===== src/rtl/arb_pkg.sv =====
// Shared definitions for the eight-requester arbiter.
//   NREQ / IDW   : requester count and index width
//   arb_state_t  : arbiter control state
//   ptr_dec      : mod-8 decrement used to rotate the round-robin pointer
package arb_pkg;

  localparam int unsigned NREQ = 8;
  localparam int unsigned IDW  = 3;

  typedef enum logic {
    IDLE,
    GRANT
  } arb_state_t;

  // 0 wraps to 7 through natural 3-bit modulo arithmetic
  function automatic logic [IDW-1:0] ptr_dec(input logic [IDW-1:0] p);
    return p - IDW'(1);
  endfunction

endpackage


===== src/rtl/rr_arbiter_8_prio_enc8.sv =====
// Combinational 8-to-3 priority encoder, highest set index wins.
//   req : request vector to encode
//   idx : index of the highest set bit (0 when none set)
//   any : at least one bit of req is set
module prio_enc8
  import arb_pkg::*;
(
  input  logic [NREQ-1:0] req,
  output logic [IDW-1:0]  idx,
  output logic            any
);

  // Ascending scan: the last set bit seen is the highest one
  always_comb begin
    idx = '0;
    any = 1'b0;
    for (int unsigned i = 0; i < NREQ; i++) begin
      if (req[i]) begin
        idx = IDW'(i);
        any = 1'b1;
      end
    end
  end

endmodule


===== src/rtl/rr_arbiter_8.sv =====
// Eight-requester arbiter with fixed-priority and round-robin modes and an
// optional grant hold limit. All outputs are registered.
//   clk       : clock, rising edge
//   rst_n     : synchronous active-low reset
//   mode      : 0 = fixed priority (7 highest), 1 = round robin
//   req       : per-client request levels
//   gnt       : one-hot grant, zero when idle
//   gnt_id    : binary index of granted client (holds last value when idle)
//   gnt_valid : gnt is non-zero
//   timeout   : one-cycle pulse when a grant is revoked by MAX_HOLD
module rr_arbiter_8
  import arb_pkg::*;
#(
  parameter int unsigned MAX_HOLD = 16,
  parameter int unsigned HOLD_W   = 5
) (
  input  logic            clk,
  input  logic            rst_n,
  input  logic            mode,
  input  logic [NREQ-1:0] req,
  output logic [NREQ-1:0] gnt,
  output logic [IDW-1:0]  gnt_id,
  output logic            gnt_valid,
  output logic            timeout
);

  // Counter stops here; with no limit it simply saturates at all-ones
  localparam logic [HOLD_W-1:0] HOLD_SAT =
    (MAX_HOLD == 0) ? {HOLD_W{1'b1}} : HOLD_W'(MAX_HOLD);

  arb_state_t        state;
  logic [IDW-1:0]    ptr;
  logic [HOLD_W-1:0] hold;

  logic [IDW-1:0]    top;
  logic [IDW-1:0]    shift;
  logic [NREQ-1:0]   req_rot;
  logic [IDW-1:0]    enc_idx;
  logic              enc_any;
  logic [IDW-1:0]    winner;
  logic              held;
  logic              at_limit;

  // Fixed mode behaves as round robin with the pointer pinned at 7
  assign top   = mode ? ptr : IDW'(NREQ - 1);
  assign shift = IDW'(NREQ - 1) - top;

  // Rotate so that req[top] lands on bit 7; the highest-index encode then
  // follows the descending wrap order top, top-1, ..., top+1
  always_comb begin
    req_rot = '0;
    for (int unsigned i = 0; i < NREQ; i++) begin
      req_rot[IDW'(i) + shift] = req[i];
    end
  end

  prio_enc8 u_enc (
    .req (req_rot),
    .idx (enc_idx),
    .any (enc_any)
  );

  // Undo the rotation: position j maps back to j - shift = j + top + 1
  assign winner   = enc_idx + top + IDW'(1);

  assign held     = req[gnt_id];
  assign at_limit = (MAX_HOLD != 0) && (hold == HOLD_SAT);

  always_ff @(posedge clk) begin
    if (!rst_n) begin
      state     <= IDLE;
      gnt       <= '0;
      gnt_id    <= '0;
      gnt_valid <= 1'b0;
      timeout   <= 1'b0;
      ptr       <= IDW'(NREQ - 1);
      hold      <= '0;
    end else begin
      timeout <= 1'b0;
      case (state)
        IDLE: begin
          if (enc_any) begin
            gnt       <= NREQ'(1) << winner;
            gnt_id    <= winner;
            gnt_valid <= 1'b1;
            hold      <= HOLD_W'(1);
            state     <= GRANT;
          end
        end
        GRANT: begin
          if (!held || at_limit) begin
            gnt       <= '0;
            gnt_valid <= 1'b0;
            hold      <= '0;
            ptr       <= ptr_dec(gnt_id);
            state     <= IDLE;
            // Only a revocation of a still-held grant is a timeout;
            // a release on the limit cycle takes precedence
            timeout   <= held;
          end else if (hold != HOLD_SAT) begin
            hold <= hold + HOLD_W'(1);
          end
        end
      endcase
    end
  end

endmodule


===== config.mk =====
export PLATFORM = sky130hd
export DESIGN_NAME = rr_arbiter_8
export DESIGN_NICKNAME = d
export VERILOG_FILES = /design/src/rtl/arb_pkg.sv /design/src/rtl/rr_arbiter_8_prio_enc8.sv /design/src/rtl/rr_arbiter_8.sv
export SDC_FILE = /design/constraint.sdc
export NUM_CORES = 1
export LEC_CHECK = 0
export BUFFER_PORTS_ARGS = -buffer_cell sky130_fd_sc_hd__buf_4
export CAP_MARGIN = 20
export CORE_MARGIN = 2
export CORE_UTILIZATION = 30
export DETAILED_ROUTE_END_ITERATION = 10
export GPL_ROUTABILITY_DRIVEN = 0
export PLACE_DENSITY = 0.55
export SETUP_SLACK_MARGIN = 0.4
export SYNTH_ARGS = -nofsm -noshare
export SYNTH_HDL_FRONTEND = slang
export SYNTH_SLANG_ARGS = --single-unit
export TNS_END_PERCENT = 20

===== constraint.sdc =====
create_clock -name clk -period 8.1 [get_ports clk]
set_clock_uncertainty 0.05 [all_clocks]
set_input_delay 0.405 -clock clk [delete_from_list [all_inputs] [get_ports clk]]
set_output_delay 0.405 -clock clk [all_outputs]
set_load 0.02 [all_outputs]

==> impl_metrics.yaml <==
critical_path:
  r2r-start: "ptr[0]"
  crit_chain: "buf_4, nand2b_1, ha_1, nand4_1, a21o_1, o211a_1, a221oi_1, a221oi_1, o21ai_0, a21oi_1, ha_1, fa_1, xnor2_1, xor2_2, a31o_1"
  path_class: "flop to flop"
  rrSetupSlack_ps: 2990
  reg2reg_to: "gnt[5]"
  crit_arrival_ps: 5230
  max_stage_delay_ps: 720
  reg2reg_depth: 15
  crit_required_ps: 8220
  crit_path_top_delay_cell: "ha_1"
  crit_start: "ptr[0]"
  critPathCaptureType: "flop"
  startpoint_type: "flop"
  crit_path_max_fanout: 55
clock_tree:
  cts_buffer_depth: 2
  h-tree-depth: 1
  post_cts_buffers: 0
  cts_tree: "done"
  worstSkewPairLatency_ps: 270
  cts.hold.buffers_added: 0
  clkSinkCount: 22
  cts_resized: 0
  cts_buffers: 3
  root_buffer: "clkbuf_8"
  clk_pin_slew_worst_paths_ps: 90
logic_synthesis:
  yosysSeqAreaShare_pct: 16.6
  synth_area_leaders: "dfxtp_1 17%, a21oi_1 5.3%, nand2_1 4.4%, o21ai_0 3.6%, buf_6 3.4%"
  syn_inst: 341
  synthesis.nets: 358
  synth_seq_cells: 22
  synth_top_cell_by_area: "dfxtp_1"
  synth_top_area_share_pct: 16.6
  synth.avg_cell_area_um2: 7.76
  synthMuxAreaShare_pct: 2.50
  synth_ff_type: "dfxtp_1"
  synthTopCellsByCount: "31 x nand2_1, 28 x a21oi_1, 22 x dfxtp_1"
  synth_xor_area_share_pct: 3.88
  synthArstFlopShare_pct: 0
  synth.most_common_cell: "nand2_1"
  synth_edf_count: 0
  synthAdderAreaFrac_pct: 3.12
  synth_cell_types: 87
  synth_compound_area_share_pct: 34.9
  synthSimpleGateAreaFrac_pct: 27.9
  synth_warnings: 0
  synth.cell_area_um2: 2650
  synth_top_family_by_area: "compound AO/OA/AOI/OAI gates"
die:
  die_x_um: 97.9
  io_pins: 24
  row_count: 34
  fp.coreArea_um2: 8640
  die_area_um2: 9590
  die_h_um: 97.9
  start_util_pct: 30.7
drt:
  via_per_inst: 5.91
  drc_errors: 0
  wirelength_mm: 7.65
  dr.pass1.iters: 5
  ant_nets: 0
  wl_per_cell_um: 17.3
  dr.first_iter.drc_count: 354
  via_count: 2612
status:
  outcome: "completed"
layout:
  finalNetCount: 352
  diodes: 0
  stdcell_area_um2: 2810
  area_growth_pct: 6.29
  fin_util_pct: 32.6
  layout-drive-gt1-share_pct: 18.3
grt:
  grt_max_degree: 56
  antenna_found_initial: 0
  grt_pass1_wl_mm: 12.7
  grt_overflow: 0
  grt_pass1_vias: 2454
  grtUsageTotal_pct: 15.7
sta:
  slew_headroom_pct: 49.3
  tightest_slew_ps: 761
  finalCriticalPeriod_ps: 5110
  slew_viol_final: 0
  finalSetupViolCount: 0
  tns_ps: 0
  layout_setup_ws_ps: 2990
  report.final.hold_viol_count: 0
  clock.fmax_ghz: 0.196
  rsz0062_at_grt: "no"
  min_period_over_period_pct: 63.1
  whs_ps: 405
hold_path:
  whs_endpoint: "ptr[2]"
  hold_depth: 2
  hold_path_class: "input port to flop"
  hp-start: "rst_n"
placement:
  io_buffers: 23
  dp_hpwl_mm: 5.30
  dp_slack_ps: 3090
  place_area_um2: 2740
pwr:
  vdd_drop_max_uv: 176
  power.leakage_uw: 0.00107
  p_per_area_nw_per_um2: 340
job:
  maxCapViolCount: 0
## state kept, by name, indices dropped and copies added (netlist names)
register   cells
ptr            3
gnt_valid      1
timeout        1
gnt            8
gnt_id         3
hold           5
state          1
## how the worst max path moves through the flow
stage	endpoint	cells after the start
after floorplan	gnt[4]	17
after global placement	gnt[4]	16
after detailed placement	gnt[7]	15
after CTS	gnt[5]	15
after global routing	gnt[5]	15
final	gnt[5]	15
## metal layers
layer / wire, um / global-route usage (%) / vias up
met4: 135 / 4.27 / 0
met2: 3510 / 24.2 / 104
met5: 0 / 0 / -
met3: 466 / 1.50 / 13
li1: - / - / 1255
met1: 3540 / 23.4 / 1240
## placed cells by master (no fill, tap or decap), types with 3 or more instances in the layout
cell       n
clkbuf_8   3
a31oi_1    7
a221oi_1   3
nor2b_1    7
and2b_1    5
o221ai_1   3
nor3_1    13
and3_1     4
nand3b_1   6
a211oi_1   3
o31ai_1    3
nor2_1    17
o22ai_1    6
nand2b_1   9
buf_4     26
inv_1     13
nand3_1   12
a21oi_1   28
o21ai_0   19
nand2_1   31
o211ai_1   5
a31o_1     8
dfxtp_1   22
ha_1       5
## cell families after synthesis
kind of cell / after synthesis
adder cells (fa/ha/maj): 6
XOR/XNOR: 7
buffers and inverters: 52
AND/OR/NAND/NOR: 127
multiplexers: 4
flip-flops: 22
AO/OA/AOI/OAI: 123
## per-stage QoR
stage	instances	total power, uW
finish	442	957
global route	442	1020
CTS	442	949
floorplan	341	732
detailed placement	438	841
global placement	438	841
## worst max-delay path, delay by kind of cell (launching register included)
| family | cells | cell delay (ps) |
|---|---|---|
| XOR/XNOR | 2 | 710 |
| flip-flops | 1 | 320 |
| AND/OR/NAND/NOR | 2 | 580 |
| adder cells (fa/ha/maj) | 3 | 1300 |
| AO/OA/AOI/OAI | 7 | 1570 |
| buffers and inverters | 1 | 440 |
## area by class of cell
type / instances / area, um^2
fillers: 941 / 5820
multi-input cells: 267 / 1920
flip-flops and latches: 22 / 440
repair buffers: 26 / 195
well taps: 108 / 135
inverters: 15 / 56.3
clock buffers: 3 / 41.3
clock inverters: 1 / 30.0
## power breakdown
part	leakage (uW)	internal, uW	total [uW]	switching [uW]
clock	0.0000357	66.1	104	38.2
sequential	0.000180	136	162	26.5
combinational	0.000850	263	690	427
total	0.00107	465	957	492
(Power assumes the default switching activity.)
